==> src/rtl/timer_sched.sv <==
// -----------------------------------------------------------------------------
// timer_sched
//
// Shares one down-counter among N_REQ requesters. An idle block picks one
// active requester by round-robin and loads that requester's delay into the
// counter. The counter then decrements on each tick until it reaches zero,
// and a one-cycle done pulse goes to the owner. The owner can abort by
// dropping its request while in LOAD or RUN.
//
// Handshake: a requester raises req[i] and keeps it high. grant[i] marks
// ownership from the grant cycle through the done cycle. done[i] pulses for
// one cycle, and the requester may then drop req[i]. Dropping req[i] before
// done cancels the run, and that run produces no done.
//
// Ports
//   clk          : clock, rising edge
//   clrn         : asynchronous reset, active low
//   sclr         : synchronous clear, active low, overrides every other input
//   req          : [N_REQ-1:0] level-sensitive requests
//   delay        : [N_REQ*WIDTH-1:0] per-requester delay, slot i at i*WIDTH
//   tick         : count enable, only used in RUN
//   grant        : [N_REQ-1:0] one-hot owner, zero when idle
//   busy         : high whenever the FSM is not in IDLE
//   done         : [N_REQ-1:0] one-cycle completion pulse to the owner
//   cnt_q        : [WIDTH-1:0] shared counter value
//   state_dbg_o  : [1:0] current FSM state (0 IDLE, 1 LOAD, 2 RUN, 3 DONE)
// -----------------------------------------------------------------------------
module timer_sched #(
  parameter int WIDTH = 16,
  parameter int N_REQ = 4
) (
  input  logic                     clk,
  input  logic                     clrn,
  input  logic                     sclr,
  input  logic [N_REQ-1:0]         req,
  input  logic [N_REQ*WIDTH-1:0]   delay,
  input  logic                     tick,
  output logic [N_REQ-1:0]         grant,
  output logic                     busy,
  output logic [N_REQ-1:0]         done,
  output logic [WIDTH-1:0]         cnt_q,
  output logic [1:0]               state_dbg_o
);

  localparam int PW = $clog2(N_REQ);

  typedef enum logic [1:0] {
    S_IDLE = 2'd0,
    S_LOAD = 2'd1,
    S_RUN  = 2'd2,
    S_DONE = 2'd3
  } state_e;

  state_e           state_q, state_d;
  logic [WIDTH-1:0] count_q, count_d;
  logic [N_REQ-1:0] grant_q, grant_d;
  logic [PW-1:0]    gidx_q,  gidx_d;
  logic [PW-1:0]    ptr_q,   ptr_d;

  // ---------------------------------------------------------------------------
  // Round-robin search. Doubling the request vector and shifting it right by
  // ptr places the search origin at bit 0. The first set bit at offset off
  // then belongs to requester (ptr + off) mod N_REQ.
  // ---------------------------------------------------------------------------
  logic [2*N_REQ-1:0] req_dbl;
  logic [N_REQ-1:0]   req_rot;
  logic               arb_found;
  logic [PW-1:0]      arb_idx;
  logic [PW:0]        arb_sum;
  logic [PW-1:0]      arb_next_ptr;

  always_comb begin
    req_dbl   = {req, req} >> ptr_q;
    req_rot   = req_dbl[N_REQ-1:0];
    arb_found = 1'b0;
    arb_idx   = '0;
    arb_sum   = '0;
    for (int off = 0; off < N_REQ; off++) begin
      if (!arb_found && req_rot[off]) begin
        arb_found = 1'b1;
        arb_sum   = {1'b0, ptr_q} + (PW+1)'(off);
        if (arb_sum >= (PW+1)'(N_REQ)) begin
          arb_sum = arb_sum - (PW+1)'(N_REQ);
        end
        arb_idx = arb_sum[PW-1:0];
      end
    end
    arb_next_ptr = (arb_idx == PW'(N_REQ - 1)) ? '0 : arb_idx + PW'(1);
  end

  // The owner's delay slot and request bit, indexed by the registered grant.
  logic [WIDTH-1:0] dly_sel;
  logic             req_own;

  always_comb begin
    dly_sel = delay[gidx_q*WIDTH +: WIDTH];
    req_own = req[gidx_q];
  end

  // ---------------------------------------------------------------------------
  // Next-state logic
  // ---------------------------------------------------------------------------
  always_comb begin
    state_d = state_q;
    count_d = count_q;
    grant_d = grant_q;
    gidx_d  = gidx_q;
    ptr_d   = ptr_q;

    if (!sclr) begin
      // Synchronous clear gives the same values as the asynchronous reset.
      state_d = S_IDLE;
      count_d = '0;
      grant_d = '0;
      gidx_d  = '0;
      ptr_d   = '0;
    end else begin
      case (state_q)
        S_IDLE: begin
          count_d = '0;
          grant_d = '0;
          if (arb_found) begin
            state_d = S_LOAD;
            gidx_d  = arb_idx;
            grant_d = N_REQ'(1) << arb_idx;
            ptr_d   = arb_next_ptr;
          end
        end

        S_LOAD: begin
          if (!req_own) begin
            state_d = S_IDLE;
            count_d = '0;
            grant_d = '0;
          end else begin
            // The delay is captured here. Later changes on delay have no
            // effect on this run.
            count_d = dly_sel;
            state_d = S_RUN;
          end
        end

        S_RUN: begin
          if (!req_own) begin
            state_d = S_IDLE;
            count_d = '0;
            grant_d = '0;
          end else if (count_q == '0) begin
            // Zero is terminal. The counter never decrements below it.
            state_d = S_DONE;
          end else if (tick) begin
            count_d = count_q - WIDTH'(1);
          end
        end

        S_DONE: begin
          state_d = S_IDLE;
          count_d = '0;
          grant_d = '0;
        end

        default: begin
          state_d = S_IDLE;
          count_d = '0;
          grant_d = '0;
        end
      endcase
    end
  end

  // ---------------------------------------------------------------------------
  // State registers
  // ---------------------------------------------------------------------------
  always_ff @(posedge clk or negedge clrn) begin
    if (!clrn) begin
      state_q <= S_IDLE;
      count_q <= '0;
      grant_q <= '0;
      gidx_q  <= '0;
      ptr_q   <= '0;
    end else begin
      state_q <= state_d;
      count_q <= count_d;
      grant_q <= grant_d;
      gidx_q  <= gidx_d;
      ptr_q   <= ptr_d;
    end
  end

  // ---------------------------------------------------------------------------
  // Outputs. These depend only on registered state.
  // ---------------------------------------------------------------------------
  always_comb begin
    grant       = grant_q;
    busy        = (state_q != S_IDLE);
    done        = (state_q == S_DONE) ? grant_q : '0;
    cnt_q       = count_q;
    state_dbg_o = state_q;
  end

endmodule
==> config.mk <==
export PLATFORM = sky130hd
export DESIGN_NAME = timer_sched
export DESIGN_NICKNAME = d
export VERILOG_FILES = /design/src/rtl/timer_sched.sv
export SDC_FILE = /design/constraint.sdc
export NUM_CORES = 1
export LEC_CHECK = 0
export ABC_CLOCK_PERIOD_IN_PS = 3200
export CORE_ASPECT_RATIO = 0.9
export CORE_UTILIZATION = 40
export DETAILED_ROUTE_END_ITERATION = 12
export HOLD_SLACK_MARGIN = 0.08
export PLACE_DENSITY = 0.78
export REMOVE_ABC_BUFFERS = 1
export SLEW_MARGIN = 20
export SYNTH_ARGS = -nofsm -noshare
export SYNTH_HDL_FRONTEND = slang
export SYNTH_SLANG_ARGS = --single-unit
==> constraint.sdc <==
create_clock -name clk -period 3.2 [get_ports clk]
set_clock_uncertainty 0.15 [all_clocks]
set_input_delay 0.64 -clock clk [delete_from_list [all_inputs] [get_ports clk]]
set_output_delay 0.64 -clock clk [all_outputs]
set_load 0.03 [all_outputs]
* After elaboration in Yosys (flattened, before gate mapping)
Index checks and enable logic that the tools add are counted.
** Storage, ports and cells
- Register bits :: 26
- ROM bits :: 0
- Latch bits :: 0
- Memory bits (writable) :: 0
- Memories kept :: 0
- Output and inout port bits :: 27
** Cells by class
- $mul :: 0
- Reductions and logical operators :: 14
- Add/sub/neg operators :: 9
- Equal/unequal tests :: 11
- Bitwise logic cells :: 0
- Shift-type cells :: 3
- Divide/modulo/power cells :: 0
- Multiplexer cells :: 38
- Order comparisons :: 5
** Operators by type and width (count)
- $mux W16 :: 5
- $shiftx A64 B7 Y16 :: 1
- $pmux W16 S3 :: 1
- $mux W2 :: 20
- $logic_not A16 Y1 :: 1
- $mux W4 :: 4
- $sub A16 B1 Y16 const B :: 1
- $ne A4 B4 Y1 const B :: 3
- $pmux W4 S3 :: 1
- $ge A3 B3 Y1 const B :: 3
- $pmux W2 S4 :: 1
- $shr A8 B2 Y4 :: 1
- $sub A2 B1 Y2 const B :: 4
- $add A2 B2 Y3 const B :: 2
- $eq A2 B2 Y1 const B :: 3
- $ne A3 B3 Y1 const B :: 2
- $reduce_and A2 Y1 :: 3
- $mux W1 :: 5
- $ne A2 B1 Y1 const B :: 2
- $reduce_or A2 Y1 :: 2
- $shl A1 B2 Y4 const A :: 1
- $add A2 B1 Y3 const B :: 1
- $ge A2 B3 Y1 const B :: 1
- $logic_and A1 B1 Y1 :: 3
- other kinds (7) :: 9

* Logic depth before layout (Yosys ltp)
Gate-level depths: netlist of run 1.
- Word-level depth :: 16
- Mapped depth :: 9
- Gate-level depth less buffers :: 7

* Worst setup path after synthesis of run 1
No wires, ideal clock.
- Path type :: flip-flop to flip-flop
- Start :: reg count_q[0] (netlist: cnt_q[0])
- End :: reg count_q[13] (netlist: cnt_q[13])
- Arrival time :: 2542 ps
- Cell stages (with the launch flop) :: 9
- Period minus slack after synthesis :: 2814 ps
- Setup slack :: 386 ps
- Required time :: 2928 ps
- Path through :: dfrtp_1 > inv_1 > ha_1 > or4b_1 > buf_2 > or4_4 > a211oi_4 > a21oi_1 > a32o_1
** Between the ends
- Cells in the longest elaborated chain, start to end :: 6
** Ends and longest elaborated chain
- start, declared :: RTL line 55 : logic [WIDTH-1:0] count_q, count_d;
- start signal, assigned :: RTL line 183 : count_q <= count_d;
- $sub A16 B1 Y16 :: RTL line 152 : count_d = count_q - WIDTH'(1);
- $mux W16 :: RTL line 151 : end else if (tick) begin
- $mux W16 :: RTL line 148 : end else if (count_q == '0) begin
- $mux W16 :: RTL line 144 : if (!req_own) begin
- $pmux W16 S3 :: RTL line 118 : case (state_q)
- $mux W16 :: RTL line 110 : if (!sclr) begin
Parallel ways exist; a longest one is shown, timed or not. The select of a mux whose other input is x is not followed.
A chain may end at the register's enable or synchronous reset.

* Worst setup path after layout of run 1
- Start :: reg count_q[0] (netlist: cnt_q[0])
- End :: reg count_q[5] (netlist: cnt_q[5])
Same word-level chain as after synthesis.

==> results of run 1 <==
state kept, by name (all words and copies together), names as in the netlist:
| register | cells |
|---|---|
| ptr_q | 2 |
| grant | 4 |
| state_dbg_o | 2 |
| gidx_q | 2 |
| cnt_q | 16 |
path summary, 6_finish.rpt:
check | startpoint | endpoint | slack (ps) | cells past startpoint
min | cnt_q[10] | cnt_q[10] | 380 | 2
max reg2reg | cnt_q[0] | cnt_q[5] | 280 | 8
max in group asynchronous | clrn | cnt_q[3] | 2070 | 2
min in group asynchronous | clrn | grant[1] | 570 | 2
min reg2reg | cnt_q[10] | cnt_q[10] | 380 | 2
max | cnt_q[0] | cnt_q[5] | 280 | 8
synth_stat cells (all sizes together), types with 4 or more instances:
cell / count
nor2: 12
a31oi: 11
a22oi: 5
mux4: 17
o21ai: 13
clkbuf: 11
nand3: 8
dfrtp: 26
or4: 4
o31ai: 17
nor3: 10
nand2: 21
a21oi: 13
buf: 6
inv: 12
a211oi: 7
ha: 11
and2: 7
cell families after synthesis:
logic type / after synthesis
AO/OA/AOI/OAI: 75
adder cells (fa/ha/maj): 11
XOR/XNOR: 2
flip-flops: 26
AND/OR/NAND/NOR: 75
multiplexers: 19
buffers and inverters: 29
per-layer routing:
layer,global-route usage,share of wire,vias to the layer above
met4,0.0417,0.0068,0
li1,-,-,1111
met2,0.364,0.47,141
met5,0,0,-
met1,0.345,0.44,1135
met3,0.0350,0.085,5
power by group:
part	leakage (nW)	internal, mW	switching [mW]
sequential	0.350	0.357	0.0375
combinational	0.966	0.281	0.276
clock	0.0357	0.168	0.114
layout make-up:
class,count,share of cell area
sequential,26,0.191
timing repair buffer,114,0.324
clock buffer,3,0.0122
tap,67,0.0247
inverter,12,0.0133
multi-input combinational,182,0.426
clock inverter,1,0.00884
per-stage QoR:
step | total power, mW | instances
3_3_place_gp | 0.947 | 401
3_5_place_dp | 0.954 | 401
5_1_grt | 1.30 | 405
4_1_cts | 1.23 | 405
2_1_floorplan | 0.703 | 220
6_report | 1.23 | 405
tightest hold or removal path, stage by stage, from the launching register on:
cell,delay (ps)
dfrtp_1,380
o21ai_1,70
o31ai_1,60
==> results.tsv, run 1 <==
stage	metric	value	unit
global_route	GRT Util Overall	0.233	
cts	TritonCTS clock tree	built	
finish	final net count	422	
finish	Multi-input gate area	0.00145	mm²
logic_synthesis	Yosys top cell area share	0.292	
die	Die ar.	0.00587	mm²
timing	setup TNS	0	ps
place	# port buffers	98	
route	Pre-antenna DRT Iters	5	
place	area of placed instances	0.00333	mm²
logic_synthesis	leading area contributor after synthesis	dfrtp_1	
worst_setup_path	Worst EP arrival	2960	ps
logic_synthesis	Netlist Area Pre-Place	0.00223	mm²
global_route	vias in the first global route	2122	
timing	pins over their slew limit	0	
logic_synthesis	Post-synth EDFFs	0	
power_and_ir_drop	cell leakage power	1.35	nW
finish	most frequent cells in the layout	clkdlybuf4s50_1, dfrtp_1, nand2_1	
worst_setup_path	WS Path Type	reg2reg	
logic_synthesis	Syn Area/Cell	9.40	µm²
finish	Inserted Diodes	0	
die	number of I/O pins	99	
route	DRT iter0 DRCs	163	
place	RePlAce Congestion	0.820	
cts	TritonCTS Buffers	3	
worst_setup_path	Worst Path Buf+Inv	2	
timing	final setup fails	0	
route	DRT antenna net count	0	
logic_synthesis	post-synthesis compound-gate area fraction	0.229	
worst_setup_path	CP endpoint kind	flop	
worst_setup_path	slowest stage cell, crit path	or4_4	
flow_run	max-cap violations	0	
global_route	largest net degree at the start of global routing	27	
global_route	first-pass GRT wire length	10.4	mm
logic_synthesis	ys flop type	dfrtp_1	
cts	clk_lat worst skew	280	ps
timing	RSZ-0062 raised after global routing	false	
cts	htree depth	1	
cts	Max Root-Sink Buffers	2	
finish	Area Overhead vs Synth	52.5	%
cts	Post-CTS Setup Inserts	0	
logic_synthesis	Mapped Cells	237	
finish	most common cell after layout, fill and taps aside	clkdlybuf4s50_1	
die	initial core utilization	0.419	
timing	Fmax	342	MHz
worst_setup_path	delay-heaviest family, CP	simple AND/OR/NAND/NOR gates	
route	total routed wirelength	6.51	mm
timing	Fin Hold WS	383	ps
die	core area	0.00532	mm²
worst_setup_path	CP max FO	14	
finish	share of post-route cells with drive strength above 1	0.124	
finish	Post-Route Utilization	0.639	
cts	post_cts resized	0	
timing	crit share post-route	0.913	
timing	final worst setup slack	278	ps
power_and_ir_drop	PwrDens	363	mW/mm²
timing	Final Hold Vio Count	0	
logic_synthesis	Synth Area in XOR/XNOR	0.00786	
finish	Fill cells	463	
place	post-DP HPWL	5.21	mm
logic_synthesis	Post-Synth Simple-Gate Area	0.170	
logic_synthesis	Synth Area in Adders	0.0618	
place	DP Worst Slack	300	ps
finish	register area	651	µm²
die	row cnt	25	
worst_setup_path	worst path cell trace	inv_1, ha_1, or4b_1, or4_4, a211oi_4, buf_4, o21ai_1, o31ai_1	
logic_synthesis	Seq cells post-synth	26	
die	die height	72.8	µm
logic_synthesis	asr flop ratio synth	1.00	
cts	Root Buffer	clkbuf_8	
finish	fin area	0.00340	mm²
worst_setup_path	CP Launch Type	flop	
route	DR WL/cell	16.1	µm
logic_synthesis	sequential element share of the synthesized area	0.292	
cts	Clock Pin Slew Worst Setup and Hold Paths	100	ps
timing	Final min period	2920	ps
min_path	class of the tightest hold or removal check	reg2reg	
logic_synthesis	yosys warns	0	
worst_setup_path	Crit path required time	3240	ps
die	Die Span X	80.7	µm
route	via count of the routed design	2392	
route	DR DRC count	0	
logic_synthesis	Synth cell types	42	
timing	Worst Tran Pin Value	418	ps
worst_setup_path	Largest stage delay, worst path	570	ps
cts	Post-CTS Hold Fix Bufs	0	
timing	Rel. slew slack	0.714	
logic_synthesis	ranking of synthesized cells by area	dfrtp_1, mux4_2, ha_1	
power_and_ir_drop	VDD IR max	0.000220	V
route	vias per cell	5.91	
logic_synthesis	mux cell area share after synthesis	0.181	
logic_synthesis	largest family of logic cells by synthesized area	compound AO/OA/AOI/OAI gates	
global_route	grt ovf	0	
cts	clk sinks	26	
global_route	initial antenna violation count	0	
run_status	status	finished, final reports clean	
(Power assumes the default switching activity.)
==> run 2, diff against run 1 <==
--- a/config.mk
+++ b/config.mk
@@ -5,12 +5,14 @@
 export SDC_FILE = /design/constraint.sdc
 export NUM_CORES = 1
 export LEC_CHECK = 0
+export ABC_AREA = 1
 export ABC_CLOCK_PERIOD_IN_PS = 3200
 export CORE_ASPECT_RATIO = 0.9
 export CORE_UTILIZATION = 40
+export CTS_CLUSTER_SIZE = 28
 export DETAILED_ROUTE_END_ITERATION = 12
 export HOLD_SLACK_MARGIN = 0.08
-export PLACE_DENSITY = 0.78
+export PLACE_DENSITY = 0.74
 export REMOVE_ABC_BUFFERS = 1
 export SLEW_MARGIN = 20
 export SYNTH_ARGS = -nofsm -noshare
==> results.tsv, run 2 <==
stage	metric	value	unit	change
logic_synthesis	most common cell in the netlist	nand2_1		
timing	Final min period	2740	ps	-186 ps
min_path	class of the tightest hold or removal check	reg2reg		
timing	final setup fails	0		unchanged
route	total routed wirelength	8.04	mm	+24%
timing	RSZ-0062 raised after global routing	false		
finish	Largest register FFs	16		unchanged
timing	Fmax	366	MHz	+6.8%
power_and_ir_drop	cell leakage power	1.81	nW	+34%
logic_synthesis	mux cell area share after synthesis	0		-0.181
route	DRT antenna net count	0		unchanged
route	met3 routed WL	520	µm	-5.6%
logic_synthesis	Mapped Cells	437		+84%
worst_setup_path	WS Path Type	reg2out		
power_and_ir_drop	Sw Pwr	1.50	mW	+250%
route	via count of the routed design	3142		+31%
logic_synthesis	yosys warns	0		unchanged
global_route	GRT Util Overall	0.230		-0.00275
die	initial core utilization	0.427		+0.00806
logic_synthesis	Post-synth EDFFs	0		unchanged
cts	Post-CTS Setup Inserts	0		unchanged
logic_synthesis	post-synthesis compound-gate area fraction	0.179		-0.0496
route	max layer used	met4		
cts	clk_lat worst skew	270	ps	about the same
logic_synthesis	leading area contributor after synthesis	dfrtp_1		
power_and_ir_drop	Cell Int Power	1.32	mW	+63%
place	DP Worst Slack	444	ps	+144 ps
finish	Inserted Diodes	0		unchanged
logic_synthesis	Synth Area in XOR/XNOR	0.0163		+0.00846
worst_setup_path	CP max FO	6		-8
finish	Multi-input gate area	0.00178	mm²	+23%
timing	Fin Hold WS	389	ps	+5.95 ps
worst_setup_path	cell mode on critical path	inv_1		
global_route	largest net degree at the start of global routing	35		+30%
logic_synthesis	Yosys top cell area share	0.242		-0.0495
logic_synthesis	Syn Area/Cell	6.14	µm²	-35%
cts	Root Buffer	clkbuf_8		
cts	Clock Pin Slew Worst Setup and Hold Paths	100	ps	about the same
route	DRT iter0 DRCs	211		+29%
die	die height	79.7	µm	+9.5%
die	Die Span X	88.3	µm	+9.5%
finish	register area	651	µm²	unchanged
logic_synthesis	ys flop type	dfrtp_1		
power_and_ir_drop	PwrDens	746	mW/mm²	+110%
cts	Max Root-Sink Buffers	2		unchanged
finish	fin area	0.00378	mm²	+11%
route	met2 WL post-DR	4.00	mm	+30%
global_route	grt ovf	0		unchanged
finish	Fill cells	637		+38%
logic_synthesis	Synth Area in Adders	0.0513		-0.0105
worst_setup_path	worst r2r path cells	13		+5
cts	TritonCTS Buffers	3		unchanged
timing	final worst setup slack	465	ps	+186 ps
worst_setup_path	CP Launch Type	flop		
logic_synthesis	asr flop ratio synth	1.00		unchanged
timing	crit share post-route	0.855		-0.0582
place	# port buffers	98		unchanged
die	Die ar.	0.00704	mm²	+20%
power_and_ir_drop	Reg power frac	0.198		-0.122
worst_setup_path	worst path cell trace	inv_1, ha_1, inv_1, clkdlybuf4s50_1		
timing	setup TNS	0	ps	unchanged
place	area of placed instances	0.00371	mm²	+11%
finish	most frequent cells in the layout	nand2_1, clkdlybuf4s50_1, o21ai_0		
route	met1 wire length	3.38	mm	+19%
power_and_ir_drop	combinational share of power	0.703		+0.251
finish	most common cell after layout, fill and taps aside	nand2_1		
min_path	Hold Crit Depth	2		unchanged
logic_synthesis	Seq cells post-synth	26		unchanged
route	vias per cell	5.13		-13%
logic_synthesis	Synth cell types	29		-31%
logic_synthesis	Netlist Area Pre-Place	0.00268	mm²	+20%
die	core area	0.00628	mm²	+18%
place	RePlAce Congestion	0.863		+5.2%
worst_setup_path	CP endpoint kind	output pin		
route	DR DRC count	0		unchanged
logic_synthesis	Post-Synth Simple-Gate Area	0.416		+0.246
route	Pre-antenna DRT Iters	4		-1
cts	clk sinks	26		unchanged
place	post-DP HPWL	6.09	mm	+17%
finish	final net count	610		+45%
die	row cnt	27		+8.0%
timing	Worst Tran Pin Value	516	ps	+97.8 ps
cts	TritonCTS clock tree	built		
power_and_ir_drop	Net Sw Frac	0.533		+0.186
logic_synthesis	ranking of synthesized cells by area	dfrtp_1, nand2_1, o21ai_0		
power_and_ir_drop	clock share of power	0.099		-0.130
die	number of I/O pins	99		unchanged
worst_setup_path	Crit path required time	2410	ps	-830 ps
cts	htree depth	1		unchanged
route	DR WL/cell	13.1	µm	-18%
power_and_ir_drop	Tot Pwr	2.82	mW	+130%
timing	Final Hold Vio Count	0		unchanged
timing	Rel. slew slack	0.655		-0.0588
run_status	status	finished, final reports clean		
worst_setup_path	Largest stage delay, worst path	680	ps	+110 ps
logic_synthesis	largest family of logic cells by synthesized area	simple AND/OR/NAND/NOR gates		
worst_setup_path	slowest stage cell, crit path	clkdlybuf4s50_1		
cts	post_cts resized	0		unchanged
global_route	vias in the first global route	2988		+41%
cts	Post-CTS Hold Fix Bufs	0		unchanged
finish	share of post-route cells with drive strength above 1	0.0932		-0.0311
timing	pins over their slew limit	0		unchanged
power_and_ir_drop	VDD IR max	0.000443	V	+100%
finish	Area Overhead vs Synth	40.7	%	
logic_synthesis	Post-synth top cells	nand2_1, o21ai_0, nor2_1		
flow_run	max-cap violations	0		unchanged
global_route	first-pass GRT wire length	13.0	mm	+25%
logic_synthesis	sequential element share of the synthesized area	0.242		-0.0495
global_route	initial antenna violation count	0		unchanged
worst_setup_path	Worst EP arrival	1950	ps	-1010 ps
==> run 2: logic make-up after synthesis <==
family | count (synthesis)
DFF | 26
xor gates and xnor gates | 5
buffers and inverters | 57
adders and majority gates | 11
AOI/OAI and AO/OA | 88
and+or+nand+nor | 250
==> run 2: cell type report <==
cell class	count	share of cell area
Multi-Input combinational cell	354	0.471
Tap cell	87	0.0288
Timing Repair Buffer	103	0.270
Sequential cell	26	0.172
Inverter	39	0.0394
Clock buffer	3	0.0109
Clock inverter	1	0.00795
==> run 2: final timing paths <==
path | from | slack [ps] | endpoint
max in group asynchronous | clrn | 2060 | cnt_q[3]
hold / removal | cnt_q[13] | 390 | cnt_q[13]
setup reg to reg | ptr_q[0] | 970 | ptr_q[1]
min in group asynchronous | clrn | 590 | cnt_q[7]
setup / recovery | state_dbg_o[0] | 460 | busy
hold reg to reg | cnt_q[13] | 390 | cnt_q[13]
==> run 2: stage by stage <==
stage,util,instances
2_1_floorplan,-,419
3_3_place_gp,0.590,609
3_5_place_dp,0.590,609
4_1_cts,0.601,613
5_1_grt,0.601,613
6_report,0.601,613
==> run 2: power by group through the flow <==
stage          clock network, mW  registers (mW)  logic, mW
5_1_grt                    0.296           0.577       2.22
2_1_floorplan                  0           0.735       1.18
3_3_place_gp                   0           0.560       1.94
4_1_cts                    0.284           0.557       1.99
6_report                   0.278           0.558       1.98
3_5_place_dp                   0           0.562       1.98
==> run 2: routing by layer <==
metal,global-route usage,vias up
met5,0,-
met4,0.0484,0
met3,0.0362,12
met2,0.438,112
met1,0.267,1421
li1,-,1597
==> run 2: worst max-delay path, delay by kind of cell, from the launching register on <==
kind,cells,cell delay [ps]
adders and majority gates,1,310
buffers and inverters,3,920
DFF,1,440
==> edit 1 (config.mk and constraints of run 2) <==
`WIDTH`: 16 -> 32.
--- a/src/rtl/timer_sched.sv
+++ b/src/rtl/timer_sched.sv
@@ -28,3 +28,3 @@
 module timer_sched #(
-  parameter int WIDTH = 16,
+  parameter int WIDTH = 32,
   parameter int N_REQ = 4
Interface: changed (resized cnt_q and delay); port bits go from 99 to 179. The function was not compared with the original's and may differ.
==> edit 1 against run 2 <==
  * Design area up 73%
  * Wire length increased by 76%
  * Utilization decreased by 0.060 points
  * Synthesized area increased by 69%
  * Sequential cell count up 16
  * Total power rose by 75%
  * Setup slack improved by 0.044 ns
  * Largest cell class unchanged
  * Highest routed layer unchanged
  * Die area is 67% higher
  * Sequential power is 71% higher
  * Clock power is 87% higher
  * Worst hold slack got worse by 0.21 ns
  * Critical path depth unchanged
==> edit 1: results (changes against run 2) <==
Main flop type after synthesis: dfrtp_1 (unchanged)
Clock slew at reported path FFs: 0.06 ns (was 0.10 ns)
Gate Count Post-Synth: 796 (was 437)
Post-DP HPWL: 10960 µm (was 6094 µm)
CTS Buf Count: 5 (was 3)
Max reg flops: 32 (was 16)
Worst-skew pair later-pin latency: 0.29 ns (was 0.27 ns)
VDD IR max: 0.5039 mV (was 0.4428 mV)
Asr flop ratio synth: 100.0% (unchanged)
Post-route insts no fill: 1109 (was 613)
Critical Path Fanout Max: 6 (unchanged)
Top delay family on crit path: buffers and inverters (unchanged)
GRT Util Overall: 24.52% (was 23.03%)
Pre-antenna DRT Iters: 5 (was 4)
Beginning of the critical path: state_dbg_o[0] (unchanged)
Yosys cell types: 33 (was 29)
Share of cells above drive strength 1: 5.538% (was 9.316%)
Post-CTS setup buffers: 0 (unchanged)
R2R Setup Slk: 0.84 ns (was 0.97 ns)
R2R Path End: cnt_q[7] (was ptr_q[1])
Worst reg2reg path depth: 11 (was 13)
First-pass GRT wire length: 23400 µm (was 12980 µm)
Leak: 3.116 nW (was 1.809 nW)
Slew HR: 44.14% (was 65.55%)
I/O Buffers: 178 (was 98)
Clock Root Buffer: clkbuf_16 (was clkbuf_8)
Crit path DAT: 1.90 ns (was 1.95 ns)
H-tree depth: 2 (was 1)
Largest net degree at the start of global routing: 66 (was 35)
Worst r2r src: gidx_q[0] (was ptr_q[0])
Critical path's largest stage delay: 0.67 ns
Clock tree buffer depth: 2 (unchanged)
Placed instance area: 6399 µm² (was 3706 µm²)
Initial drt markers: 296 (was 211)
Status: completed (unchanged)
Sequential-to-total area share from yosys stat: 23.22% (was 24.24%)
Routed WL: 14190 µm (was 8044 µm)
Min-Delay Path Class: input port to asynchronous set/reset pin (was register to register)
Vias per inst: 4.969 (was 5.126)
Routability-driven placement congestion ratio: 0.9572 (was 0.8625)
Vias in the first global route: 4977 (was 2988)
Worst setup path endpoint: busy (unchanged)
Critical-path top delay cell: clkdlybuf4s50_1 (unchanged)
Commonest cells in the synthesized netlist: 281 x nand2_1, 110 x nor2_1, 78 x o21ai_0 (was 151 x nand2_1, 45 x o21ai_0, 40 x nor2_1)
Largest cells by area after synthesis: nand2_1 23%, dfrtp_1 23%, nor2_1 9.1% (was dfrtp_1 24%, nand2_1 21%, o21ai_0 8.4%)
==> edit 1: how the worst min path moves through the flow <==
stage | endpoint | slack, ns | depth (start not counted)
floorplan | cnt_q[0] | 0.19 | 0
global placement | cnt_q[31] | 0.39 | 2
detailed placement | grant[2] | 0.39 | 2
CTS | state_dbg_o[1] | 0.18 | 1
global route | cnt_q[27] | 0.21 | 1
finish | state_dbg_o[1] | 0.18 | 1
==> edit 1: metal layers <==
layer	share of wire (%)	vias to the layer above	track usage [%]	wire (µm)
met5	0	-	0	0
met3	7.0	15	4.879	999
li1	-	2880	-	-
met1	46	2461	31.43	6507
met2	46	155	43.17	6535
met4	1.0	0	4.695	148
==> edit 1: metrics by stage <==
step	hold WS, ns	utilization, %	power (mW)	setup WS [ns]
global placement	0.3905	58.70	4.393	0.5235
floorplan	0.1944	-	3.251	-0.5375
CTS	0.1841	60.06	4.952	0.5095
global route	0.2054	60.06	5.459	0.4330
detailed placement	0.3860	58.70	4.418	0.4828
finish	0.1788	60.06	4.931	0.5087
==> edit 1: cells by family (layout without fill, tap and decap cells) <==
family	after synthesis	in the layout	synth area share, %
flops	42	42	23.22
buf+inv	102	263	9.591
compound gates	145	145	17.27
simple gates	491	491	45.91
fa+ha+maj	11	11	3.040
xor+xnor	5	5	0.9673
==> edit 1: power by group <==
part           internal [mW]  switching, mW  leakage, nW
sequential             0.689          0.263        0.562
clock                  0.310          0.210       0.0739
combinational           1.24           2.22         2.48
==> edit 1: final cells by class <==
class,instances,area [µm²]
sequential,42,1052
timing repair buffer,191,1874
fill,1133,4354
inverter,64,240.2
clock inverter,1,5.005
multi-input combinational,652,3042
tap,152,190.2
clock buffer,7,142.6
